<file path="config.mk">
export PLATFORM = sky130hd
export DESIGN_NAME = score_table
export DESIGN_NICKNAME = d
export VERILOG_FILES = /design/src/rtl/score_table.sv
export SDC_FILE = /design/constraint.sdc
export NUM_CORES = 1
export LEC_CHECK = 0
export BUFFER_PORTS_ARGS = -buffer_cell sky130_fd_sc_hd__buf_2
export CORE_ASPECT_RATIO = 1.25
export CORE_MARGIN = 4
export CORE_UTILIZATION = 60
export DETAILED_ROUTE_END_ITERATION = 8
export PLACE_DENSITY = 0.77
export SLEW_MARGIN = 20
export SYNTH_ARGS = -nofsm -noshare
export SYNTH_HDL_FRONTEND = slang
export SYNTH_SLANG_ARGS = --single-unit
</file>
<file path="constraint.sdc">
create_clock -name clock -period 13.61 [get_ports clock]
set_input_delay 0 -clock clock [delete_from_list [all_inputs] [get_ports clock]]
set_output_delay 0 -clock clock [all_outputs]
set_load 0.01 [all_outputs]
</file>
<file path="src/rtl/score_table.sv">
// Per-user score table for the memory-tester game: 8 users x 8-bit scores.
// Loss penalty is enabled by defining SCORE_LOSS_PENALTY_EN; the default build ignores losses.
module score_table (
  input  logic       clock,
  input  logic       rst,
  input  logic       log_out,
  input  logic       green_user,
  input  logic [2:0] internal_id,
  input  logic       auth_bit,
  input  logic       win,
  input  logic       loose,
  input  logic       disp_button,
  input  logic [3:0] level_num,
  output logic [7:0] disp_out,
  output logic       green_max
);

  localparam int NUM_USERS = 8;
  localparam int SCORE_W   = 8;

  logic [NUM_USERS-1:0][SCORE_W-1:0] score_q, score_d;
  logic                              active_q, active_d;
  logic [2:0]                        active_id_q, active_id_d;
  logic                              win_q, loose_q;
  logic [SCORE_W-1:0]                disp_out_q, disp_out_d;
  logic                              green_max_q, green_max_d;

  logic               win_edge, loose_edge;
  logic [SCORE_W-1:0] own_score, maxval, add_val;
  logic [SCORE_W:0]   add_wide;
  logic [NUM_USERS-1:0] beats;

  assign win_edge   = win & ~win_q;
  assign loose_edge = loose & ~loose_q;
  assign own_score  = score_q[active_id_q];

  assign add_wide = {1'b0, own_score} + {5'b0, level_num};
  assign add_val  = add_wide[SCORE_W] ? {SCORE_W{1'b1}} : add_wide[SCORE_W-1:0];

`ifdef SCORE_LOSS_PENALTY_EN
  logic [SCORE_W-1:0] sub_val;
  assign sub_val = (own_score < {4'b0, level_num}) ? '0 : own_score - {4'b0, level_num};
`endif

  // The logged-in entry must strictly beat every other entry; a tie does not count.
  for (genvar j = 0; j < NUM_USERS; j++) begin : g_beats
    assign beats[j] = (active_id_q == 3'(j)) || (own_score > score_q[j]);
  end

  always_comb begin
    maxval = '0;
    for (int i = 0; i < NUM_USERS; i++) begin
      if (score_q[i] > maxval) maxval = score_q[i];
    end
  end

  always_comb begin
    active_d    = active_q;
    active_id_d = active_id_q;
    score_d     = score_q;
    if (log_out) begin
      active_d = 1'b0;
    end else if (!active_q) begin
      if (green_user && auth_bit) begin
        active_d    = 1'b1;
        active_id_d = internal_id;
      end
    end else begin
      if (win_edge && !loose_edge) begin
        score_d[active_id_q] = add_val;
      end
`ifdef SCORE_LOSS_PENALTY_EN
      else if (loose_edge && !win_edge) begin
        score_d[active_id_q] = sub_val;
      end
`endif
    end
  end

  // Outputs are a pipeline stage behind the table state.
  always_comb begin
    disp_out_d  = '0;
    green_max_d = 1'b0;
    if (active_q) begin
      disp_out_d  = disp_button ? own_score : maxval;
      green_max_d = &beats;
    end
  end

  always_ff @(posedge clock) begin
    if (!rst) begin
      score_q     <= '0;
      active_q    <= 1'b0;
      active_id_q <= '0;
      win_q       <= 1'b0;
      loose_q     <= 1'b0;
      disp_out_q  <= '0;
      green_max_q <= 1'b0;
    end else begin
      score_q     <= score_d;
      active_q    <= active_d;
      active_id_q <= active_id_d;
      win_q       <= win;
      loose_q     <= loose;
      disp_out_q  <= disp_out_d;
      green_max_q <= green_max_d;
    end
  end

  assign disp_out  = disp_out_q;
  assign green_max = green_max_q;

endmodule

</file>
==> impl_metrics.ini <==
[outcome]
outcome = completed

[sta]
fmax_mhz = 79.52
rsz0062_at_grt = false
finalSetupTns_ps = 0
fin_worst_skew_ps = 7.618
maxSlewViolCount = 0
fin_crit_sh_pct = 92.40
setup_viol = 0
timing_worst_slew_pin_value_ps = 1070
max_slew_margin_pct = 28.41
timing_hold_violations_final = 0
period_minus_slack_ps = 12580

[floorplan]
initial_core_util_pct = 61.86
die_span_x_um = 108.4
floorplan.die_area_um2 = 14470
fp.coreArea_um2 = 12220
placement_rows = 45
dieHeight_um = 133.5
io_pins = 24

[min_path]
hold_path.startpoint = disp_button
type_of_the_worst_min_delay_path = in -> reg
min_delay_path_depth = 3
hold-path-endpoint = disp_out[1]

[global_routing]
first_global_vias = 6551
grt_util_all_layers_pct = 30.23
global_route.overflow_total = 0
grt_pass1_wl_um = 34130
largest_net_degree_at_the_start_of_global_routing = 73
number_of_antenna_violations_at_the_first_check_in_global_routing = 0

[yosys]
synth_edf_count = 0
flip_flop_and_latch_count_after_synthesis = 79
synth_fa_ha_area_share_pct = 19.90
synthCells = 900
post_synth_and_or_nand_nor_area_fraction_pct = 16.22
synth.yosys.seq_area_share_pct = 20.92
dominant_cells_by_area_after_synthesis = dfxtp_1, ha_1, o211a_1
synth_area_per_cell_um2 = 8.398
post_synth_num_cell_types = 60
synth_ff_type = dfxtp_1
dominant_combinational_cell_family_by_area_after_synthesis = compound AO/OA/AOI/OAI gates
synth-compound-area-share_pct = 22.63
mappedNetlistArea_um2 = 7558
synth_common_cells = ha_1, inv_1, dfxtp_1, nand2_1, a21oi_1
ys.warnings.count = 0
synth.largest_area_cell = dfxtp_1
yosys.area_share.xor_xnor_pct = 0.9270
mappedNetlistNets = 1033
synth_top_area_share_pct = 20.92
cell_with_the_most_instances_after_synthesis = ha_1
async_flop_share_pct = 0
yosys-mux-area-fraction_pct = 12.45

[worst_setup_path]
critical_path.max_fanout = 13
critical_path_start_end_classification = reg -> reg
r2r_end = disp_out[2]
cp-start-kind = register
regToRegSetupSlack_ps = 1030
crit_path_max_incr_delay_ps = 450
worstPathArrival_ps = 12850
worst-r2r-cell-count = 66
setup.worst_path.end_class = register
timing.rr.start = score_q[1]
worst-endpoint-required_ps = 13890
cp_slowest_cell = or3_4

[routing]
via_per_inst = 6.372
dr_total_vias = 6895
wl_per_cell_um = 19.94
detailedRoute.firstIterationViolations = 459
routedLengthMet1_um = 8532
met2_length_um = 10700
ant_nets = 0
drc_viols = 0
dr_wl_met3_um = 1123
route.final.wire_length_um = 21580
detailedRoute.firstPassIterationCount = 7
maxUsedRoutingLayer = met4

[clock_network]
clock-root-buffer = clkbuf_16
numCtsBuffers = 9
cts.clk_slew.worst_paths_ps = 60
clk-insertion-delay-late_ps = 350
h-tree-depth = 3
clock_tree_sinks = 79
clock_tree.buffer_depth = 2
tritoncts = done

[placement]
place_hpwl_um = 16350
globalplace.congestion = 0.9976
dp_cells = 1056
numPortBuffers = 23

[job]
cap_violations = 0

[layout]
finalNonFillerCells = 1082
post_route_cells_drive_above_1_share_pct = 11.76
nNetsFinal = 1046
insertedDiodeCount = 0
syn_to_final_growth_pct = 8.906

[power_and_ir_drop]
report.power.total_mw = 0.7383
vdd_drop_max_uv = 74.80
power_density_nw_per_um2 = 89.69
p_leak_nw = 3.861
[report_power, final]
part	internal, mW	switching (mW)	leakage (nW)
Sequential	0.232	0.00165	0.637
Combinational	0.113	0.143	3.09
Clock	0.143	0.106	0.139
[per-layer routing]
metal / vias to the layer above / track usage, %
met1: 3267 / 35.12
met4: 0 / 16.21
li1: 3279 / -
met2: 267 / 53.28
met3: 82 / 3.829
met5: - / 0
[critical path: cells and delay by family (launching register included)]
kind | cells | cell delay, ps
AO/OA/AOI/OAI | 34 | 6180
buffers and inverters | 9 | 1020
AND/OR/NAND/NOR | 13 | 1950
flip-flops | 1 | 390
multiplexers | 3 | 1000
adder cells (fa/ha/maj) | 7 | 1920
[flip-flops by register name, summed over array words and instances (netlist names)]
name and cells:
active_q 1, win_q 1, green_max 1, loose_q 1
active_id_q 3, disp_out 8, score_q 64
[cell usage in the layout (no fill, tap or decap), types with 8 or more instances in the layout]
| cell | instances |
|---|---|
| mux4_2 | 16 |
| mux2_2 | 9 |
| buf_2 | 23 |
| nand2_1 | 76 |
| nand4_1 | 15 |
| o21ai_0 | 41 |
| a21o_1 | 23 |
| mux2i_1 | 34 |
| o211a_1 | 42 |
| buf_4 | 11 |
| dfxtp_1 | 79 |
| o21a_1 | 13 |
| clkbuf_16 | 9 |
| xnor2_1 | 8 |
| nor2b_1 | 32 |
| nor2_1 | 52 |
| ha_1 | 117 |
| nand3_1 | 20 |
| inv_1 | 100 |
| a21oi_1 | 60 |
| nand2b_1 | 15 |
[cells by family (layout without fill, tap and decap cells)]
| logic type | after synthesis | in the layout |
|---|---|---|
| compound gates | 237 | 237 |
| xor+xnor | 8 | 8 |
| fa+ha+maj | 120 | 120 |
| buf+inv | 139 | 157 |
| flops | 79 | 79 |
| mux | 69 | 69 |
| simple gates | 248 | 248 |
[final cells by class]
type	instances	area, µm²
multi-input combinational	682	5502
fill	1027	3986
sequential	79	1582
inverter	100	375.4
timing repair buffer	41	267.8
clock buffer	10	229.0
tap	164	205.2
clock inverter	6	71.32
[worst max path at each step]
stage | cells past startpoint | to | start
2_1_floorplan | 69 | disp_out[0] | score_q[1]
3_5_place_dp | 66 | disp_out[2] | score_q[1]
6_report | 66 | disp_out[2] | score_q[1]
5_1_grt | 66 | disp_out[2] | score_q[1]
4_1_cts | 66 | disp_out[2] | score_q[1]
3_3_place_gp | 66 | disp_out[2] | score_q[1]
[metrics by stage]
step | hold slack, ps | cell area [µm²] | setup slack, ps | utilization [%]
6_report | 87.91 | 8232 | 1035 | 67.37
5_1_grt | 120.9 | 8232 | 39.15 | 67.37
4_1_cts | 73.04 | 8159 | 180.4 | 66.78
3_5_place_dp | 199.4 | 7789 | 299.9 | 63.75
3_3_place_gp | 198.5 | 7789 | 545.9 | 63.75
2_1_floorplan | 76.15 | 7559 | 1093 | -
[what timing repair did]
action / CTS / global route
setup endpoints to repair: 0 / 8
resized for setup: 0 / 15
hold buffers: 7 / 0
endpoints found under the hold margin: 6 / 0
buffers inserted: 0 / 3
(Power assumes the default switching activity.)
